### config.mk
export PLATFORM = sky130hd
export DESIGN_NAME = fetch_align
export DESIGN_NICKNAME = d
export VERILOG_FILES = /design/src/rtl/fetch_align.sv
export SDC_FILE = /design/constraint.sdc
export NUM_CORES = 1
export LEC_CHECK = 0
export ABC_AREA = 1
export CAP_MARGIN = 25
export CORE_MARGIN = 1.5
export CORE_UTILIZATION = 41
export DETAILED_ROUTE_END_ITERATION = 8
export PLACE_DENSITY_LB_ADDON = 0.12
export SYNTH_ARGS = -nofsm -noshare
export SYNTH_HDL_FRONTEND = slang
export SYNTH_SLANG_ARGS = --single-unit
### constraint.sdc
create_clock -name clk -period 9.1 [get_ports clk]
set_clock_uncertainty 0.2 [all_clocks]
set_input_delay 2.275 -clock clk [delete_from_list [all_inputs] [get_ports clk]]
set_output_delay 2.275 -clock clk [all_outputs]
set_load 0.05 [all_outputs]
### src/rtl/fetch_align.sv
// RV32IC instruction-fetch stage: word fetch from 1-cycle imem, halfword realignment,
// one pc/instruction pair per cycle to decode, with stall and redirect handling.
module fetch_align #(
  parameter logic [31:0] RESET_PC  = 32'h0000_0000,
  parameter logic [31:0] NOP_INSTR = 32'h0000_0013
) (
  input  logic        clk,
  input  logic        rst,
  output logic        imem_req_o,
  output logic [31:0] imem_addr_o,
  input  logic [31:0] imem_rdata_i,
  input  logic        stall_i,
  input  logic        redirect_i,
  input  logic [31:0] redirect_pc_i,
  output logic        id_valid_o,
  output logic [31:0] id_pc_o,
  output logic [31:0] id_instr_o,
  output logic        id_compressed_o,
  output logic        fetch_err_o
);

  typedef enum logic [1:0] {S_BOOT, S_RUN, S_ERR} state_t;

  state_t      r_state, w_state_nx;
  logic [31:0] r_pc, r_fetch_addr;
  logic [15:0] r_h;
  logic        r_h_vld;
  logic [31:0] r_w;
  logic        r_w_vld;
  logic        r_outst;
  logic        r_id_valid, r_id_comp;
  logic [31:0] r_id_pc, r_id_instr;

  logic        w_resp, w_weff_vld, w_active, w_w_keep;
  logic [31:0] w_weff;
  logic        w_emit, w_comp, w_consume, w_h_vld_nx;
  logic [31:0] w_instr, w_pc_inc;
  logic [15:0] w_h_nx;
  logic        w_req;
  logic [31:0] w_addr;

  // A response is present exactly one cycle after a request; W bypasses it when empty.
  assign w_resp     = r_outst;
  assign w_weff_vld = r_w_vld | w_resp;
  assign w_weff     = r_w_vld ? r_w : imem_rdata_i;
  assign w_active   = (r_state == S_RUN) && !stall_i && !redirect_i;
  assign w_w_keep   = w_weff_vld && !w_consume;

  always_comb begin
    w_emit     = 1'b0;
    w_comp     = 1'b0;
    w_instr    = NOP_INSTR;
    w_pc_inc   = 32'd0;
    w_consume  = 1'b0;
    w_h_nx     = r_h;
    w_h_vld_nx = r_h_vld;
    if (w_active) begin
      if (r_h_vld && (r_h[1:0] != 2'b11)) begin
        w_emit     = 1'b1;
        w_comp     = 1'b1;
        w_instr    = {16'h0000, r_h};
        w_pc_inc   = 32'd2;
        w_h_vld_nx = 1'b0;
      end else if (r_h_vld && w_weff_vld) begin
        w_emit    = 1'b1;
        w_instr   = {w_weff[15:0], r_h};
        w_pc_inc  = 32'd4;
        w_h_nx    = w_weff[31:16];
        w_consume = 1'b1;
      end else if (!r_h_vld && w_weff_vld) begin
        w_consume = 1'b1;
        w_h_nx    = w_weff[31:16];
        if (r_pc[1]) begin
          // odd-halfword entry point: only the upper parcel belongs to the stream
          w_h_vld_nx = 1'b1;
        end else if (w_weff[1:0] != 2'b11) begin
          w_emit     = 1'b1;
          w_comp     = 1'b1;
          w_instr    = {16'h0000, w_weff[15:0]};
          w_pc_inc   = 32'd2;
          w_h_vld_nx = 1'b1;
        end else begin
          w_emit   = 1'b1;
          w_instr  = w_weff;
          w_pc_inc = 32'd4;
        end
      end
    end
  end

  always_ff @(posedge clk) begin
    if (rst) r_state <= S_BOOT;
    else     r_state <= w_state_nx;
  end

  always_comb begin
    w_state_nx = r_state;
    if (redirect_i) begin
      w_state_nx = redirect_pc_i[0] ? S_ERR : S_RUN;
    end else begin
      case (r_state)
        S_BOOT:  if (!stall_i) w_state_nx = S_RUN;
        default: w_state_nx = r_state;
      endcase
    end
  end

  always_comb begin
    w_req  = 1'b0;
    w_addr = r_fetch_addr;
    if (!rst) begin
      if (redirect_i) begin
        w_req  = !redirect_pc_i[0];
        w_addr = {redirect_pc_i[31:2], 2'b00};
      end else begin
        case (r_state)
          S_BOOT:  w_req = !stall_i;
          S_RUN:   w_req = !stall_i && !w_w_keep;
          default: w_req = 1'b0;
        endcase
      end
    end
  end

  always_ff @(posedge clk) begin
    if (rst) begin
      r_pc         <= RESET_PC;
      r_fetch_addr <= {RESET_PC[31:2], 2'b00};
      r_h_vld      <= 1'b0;
      r_w_vld      <= 1'b0;
      r_outst      <= 1'b0;
      r_id_valid   <= 1'b0;
      r_id_pc      <= RESET_PC;
      r_id_instr   <= NOP_INSTR;
      r_id_comp    <= 1'b0;
    end else begin
      r_outst <= w_req;
      if (w_req) r_fetch_addr <= w_addr + 32'd4;
      if (redirect_i) begin
        r_pc    <= redirect_pc_i;
        r_h_vld <= 1'b0;
        r_w_vld <= 1'b0;
      end else begin
        r_pc    <= r_pc + w_pc_inc;
        r_h     <= w_h_nx;
        r_h_vld <= w_h_vld_nx;
        r_w_vld <= w_w_keep;
        if (!r_w_vld && w_resp) r_w <= imem_rdata_i;
      end
      if (redirect_i || !stall_i) begin
        r_id_valid <= w_emit;
        r_id_pc    <= w_emit ? r_pc : r_id_pc;
        r_id_instr <= w_instr;
        r_id_comp  <= w_comp;
      end
    end
  end

  assign imem_req_o      = w_req;
  assign imem_addr_o     = w_addr;
  assign id_valid_o      = r_id_valid;
  assign id_pc_o         = r_id_pc;
  assign id_instr_o      = r_id_instr;
  assign id_compressed_o = r_id_comp;
  assign fetch_err_o     = (r_state == S_ERR);

endmodule
After elaboration in Yosys (flattened, before gate mapping) --
Cells that the tools add are included.
Storage, ports and cells: register bits 183
Cells by class: add/subtract/negate cells 2, equality and inequality tests 6, muxes and demuxes 45, bitwise gates (word level) 4, reductions and logical operators 27
Operator list (count):
- 32-bit two-way mux | 10
- 32-bit by 3-bit adder with 32-bit output, second input constant | 1
- 32-bit adder | 1
- 16-bit two-way mux | 2
- 1-bit two-way mux | 22
- 3-bit two-way mux | 6
- 1-bit logical AND | 8
- 2-bit two-way mux | 4
- 1-bit zero test | 7
- 2-bit inequality test, second input constant | 3
- 2-bit nonzero test | 3
- 5-bit AND reduction | 1
- 2-bit AND reduction | 2
- 4-bit AND reduction | 1
- 1-bit inverter | 3
- 3-bit AND reduction | 1
- 3-bit nonzero test | 1
- 2-bit by 1-bit == test with 1-bit output, second input constant | 1
- 2-bit == test, second input constant | 1
- 2-bit zero test | 1
- 2-bit by 1-bit inequality test with 1-bit output, second input constant | 1
- 1-bit one-hot mux with 2 select lines | 1
- 2-bit OR reduction | 1
- 1-bit logical OR | 1
- 1-bit bitwise OR | 1

Longest topological paths before layout --
depth in word-level cells 13, gate-level depth with buffers 19

Worst setup path after synthesis --
OpenSTA, ideal clock, no wires.
path type input-to-output, start point in redirect_i, end point out imem_addr_o[31], arrival time 3.741 ns, buffers on the path 1, data required time 6.625 ns, path slack 2.884 ns, cell stages on the path 4, cell sequence buf_6 inv_2 nor2_2 o21ai_0
On the way: cells in the longest elaborated chain, start to end 2
Ends and longest elaborated chain:
- start: declaration | RTL line 13 | input logic redirect_i,
- 32-bit two-way mux | RTL line 112 | if (redirect_i) begin
- 32-bit two-way mux | RTL line 111 | if (!rst) begin
- end: declaration | RTL line 10 | output logic [31:0] imem_addr_o,
Every way passes these cells.

Worst setup path after layout --
start point in rst, end point out imem_addr_o[21]
On the way: cells in the longest elaborated chain, start to end 1
Ends and longest elaborated chain:
- start: declaration | RTL line 8 | input logic rst,
- 32-bit two-way mux | RTL line 111
Every way passes these cells.

==> flow_metrics.tcl <==
set metrics [dict create \
    cts.sinks 183 \
    part_of_the_yosys_area_used_for_sequential_elements 0.470 \
    reg_clk_slew_reported_paths_ns 0.07 \
    via_count 8174 \
    violations_in_the_final_reports "DRC" \
    ant_nets 0 \
    die_width_um 150 \
    syn-instance-count 1167 \
    critical_path.endpoint_type "output pin" \
    status "complete, but fails checks" \
    setup_violations 0 \
    post_synth_instance_area_um2 8810 \
    asr_flop_ratio_synth 0 \
    ys_seq_elements 183 \
    cts_tree "yes" \
    floorplan.die_area_um2 22400 \
    drv.max_cap_violation_count 0 \
    vias_per_cell 5.11 \
    slew_violations 0 \
    cts_repair_resize_count 0 \
    syn_to_final_growth_pct 27.7 \
    cts.path.max_buffers 2 \
    netlist_top_cells_area "sky130_fd_sc_hd__dfxtp_1, sky130_fd_sc_hd__edfxtp_1, sky130_fd_sc_hd__nand2_1" \
    maxClockFrequency_mhz 131 \
    layout-drive-gt1-share 0.0701 \
    final.setup.tns_ns 0 \
    num_antenna_cells 0 \
    cts_setup_buffers 0 \
    launching_instance_or_port_of_the_critical_path "rst" \
    grtUsageTotal 0.252 \
    floorplan.io_pins 168 \
    num-nets-final 1385 \
    worstReg2RegStart "r_w_vld" \
    postSynth.topFlopCell "sky130_fd_sc_hd__dfxtp_1" \
    worst-setup-path-type "input port to output pin" \
    numCtsBuffers 17 \
    die_y_um 150 \
    p_leak_nw 4.34 \
    clock_tree.root_cell "sky130_fd_sc_hd__clkbuf_16" \
    wl_per_cell_um 17.5 \
    setup_repair_after_global_routing_missed_its_margin "false" \
    final.fill_count 2034 \
    timing.hold.worst.start "r_fetch_addr[0]" \
    ir_drop_mv 0.118 \
    timing.hold.worst.class "register to register" \
    timing.slew.headroom 0.341 \
    yosys.area.top_type "sky130_fd_sc_hd__dfxtp_1" \
    avgSynthCellArea_um2 7.55 \
    crit_path_max_fanout 42 \
    worstSetupStartpointType "input port" \
    worst-endpoint-required_ns 6.63 \
    starting_drt_drc_count 517 \
    timing.hold.ws_ns 0.258 \
    synth_commonest_cells "sky130_fd_sc_hd__nand2_1, sky130_fd_sc_hd__dfxtp_1, sky130_fd_sc_hd__inv_1" \
    global_route_wire_length_before_repair_um 42700 \
    place_hpwl_um 20600 \
    report.final.hold_viol_count 0 \
    grt_start_max_net_pins 66 \
    effective_utilization_at_floorplan 0.419 \
    yosysWarningCount 0 \
    synth_top_area_share 0.307 \
    critPathArrivalTime_ns 5.15 \
    synth_most_common_cell "sky130_fd_sc_hd__nand2_1" \
    design.core.area_um2 21000 \
    syn_nets 1239 \
    post_synth_num_cell_types 42 \
    insertion_delay_to_the_later_sink_of_the_worst_skew_pair_ns 0.44 \
    gp_congestion 0.947 \
    grt_antenna_before_repair 1 \
    htree_levels 4 \
    grt_pass1_vias 7700 \
    finalWirelength_um 28000 \
    first_pass_iters 8 \
    tightest_pin_transition_ns 0.986 \
    power_density_nw_per_um2 169 \
    period_needed_ns 7.62 \
    gr-total-overflow 0 \
    synth_edf_count 48 \
    post-route-drc-count 2 \
    timing.final.crit_share 0.838 \
    std_cell_rows 53 \
    cts-hold-fix-buffers 0 \
    numPortBuffers 167 \
]
==> layer usage <==
metal	global-route usage	part of all wire	vias to the layer above
li1	-	-	4112
met1	0.310	0.42	3709
met2	0.431	0.49	314
met3	0.0585	0.068	39
met4	0.0881	0.025	0
met5	0	0	-
==> flip-flops by register name, indices dropped and copies added (netlist names), 2 cells and up <==
signal	flops
id_instr_o	32
id_pc_o	32
r_fetch_addr	32
r_h	16
r_pc	32
r_state	2
r_w	32
==> worst paths after layout <==
kind                            slack (ns)               to  cells after the start
worst min register to register        0.26  r_fetch_addr[0]                      2
worst max-delay path                  1.48  imem_addr_o[21]                      6
worst max register to register        4.79         r_pc[10]                     16
worst min-delay path                  0.26  r_fetch_addr[0]                      2
==> area by class of cell <==
type | instances | area (µm²) | area share
clock buffers | 17 | 425 | 0.0378
clock inverters | 15 | 134 | 0.0119
inverters | 110 | 415 | 0.0369
multi-input cells | 825 | 4020 | 0.358
flip-flops and latches | 183 | 4150 | 0.368
well taps | 275 | 344 | 0.0306
repair buffers | 176 | 1760 | 0.157
==> where the power goes <==
group	internal [mW]	leakage (nW)	total, mW	switching [mW]
clock network	0.361	0.274	0.711	0.351
registers	0.866	1.54	0.886	0.0207
logic	0.103	2.53	0.302	0.200
==> layout by cell type, fill, tap and decap left out, types with 2 or more instances in the layout <==
master                            synthesis  final
sky130_fd_sc_hd__inv_6                    0      3
sky130_fd_sc_hd__nand2_1                348    348
sky130_fd_sc_hd__clkinv_4                 0      3
sky130_fd_sc_hd__o22ai_1                  2      2
sky130_fd_sc_hd__nand2_2                 10     10
sky130_fd_sc_hd__nand3b_1                 2      2
sky130_fd_sc_hd__a21oi_1                 70     70
sky130_fd_sc_hd__inv_8                    0      4
sky130_fd_sc_hd__inv_1                  103    103
sky130_fd_sc_hd__xor2_1                  14     14
sky130_fd_sc_hd__xnor2_1                  8      8
sky130_fd_sc_hd__dfxtp_1                135    134
sky130_fd_sc_hd__o211ai_1                17     17
sky130_fd_sc_hd__clkinv_1                 1      3
sky130_fd_sc_hd__nor2_1                  85     83
sky130_fd_sc_hd__mux2_2                  11     11
sky130_fd_sc_hd__nor2_8                   2      2
sky130_fd_sc_hd__buf_12                   0      2
sky130_fd_sc_hd__nand4_1                  6      6
sky130_fd_sc_hd__mux2i_1                 11     11
sky130_fd_sc_hd__o21ai_1                  4      4
sky130_fd_sc_hd__clkdlybuf4s50_1          0    165
sky130_fd_sc_hd__clkbuf_16                0     17
sky130_fd_sc_hd__nand3_1                 89     89
sky130_fd_sc_hd__or2_2                    2      2
sky130_fd_sc_hd__a22o_1                   4      4
sky130_fd_sc_hd__o21ai_0                 95     95
sky130_fd_sc_hd__buf_4                    4      7
sky130_fd_sc_hd__nor2_4                   3      4
sky130_fd_sc_hd__nor2_2                  12     13
sky130_fd_sc_hd__inv_2                    5      5
sky130_fd_sc_hd__ha_1                     3      3
sky130_fd_sc_hd__nor3_1                  18     17
sky130_fd_sc_hd__edfxtp_1                48     48
==> stage by stage <==
step | area [µm²] | utilization | instances | power [mW] | worst slack, ns
after floorplan | 8810 | - | 1167 | 1.09 | 2.88
after global placement | 10700 | 0.507 | 1567 | 1.20 | 1.49
after global routing | 11300 | 0.535 | 1601 | 1.97 | 1.24
final | 11300 | 0.535 | 1601 | 1.90 | 1.48
after CTS | 11300 | 0.535 | 1601 | 1.91 | 1.47
after detailed placement | 10700 | 0.509 | 1569 | 1.21 | 1.46
==> logic make-up after synthesis <==
group	Yosys count	synth area share
buffers and inverters	159	0.0750
xor gates and xnor gates	22	0.0219
and+or+nand+nor	581	0.280
DFF	183	0.470
muxes	22	0.0266
adders and majority gates	4	0.00653
AOI/OAI and AO/OA	196	0.120
==> worst max-delay path, stage by stage <==
cell and delay, ns:
sky130_fd_sc_hd__buf_2 0.63, sky130_fd_sc_hd__inv_2 0.41, sky130_fd_sc_hd__nand2_2 0.62, sky130_fd_sc_hd__nand2_1 0.14, sky130_fd_sc_hd__nand2_1 0.21, sky130_fd_sc_hd__clkdlybuf4s50_1 0.84
Note: power is estimated with default switching activity, not from simulation.
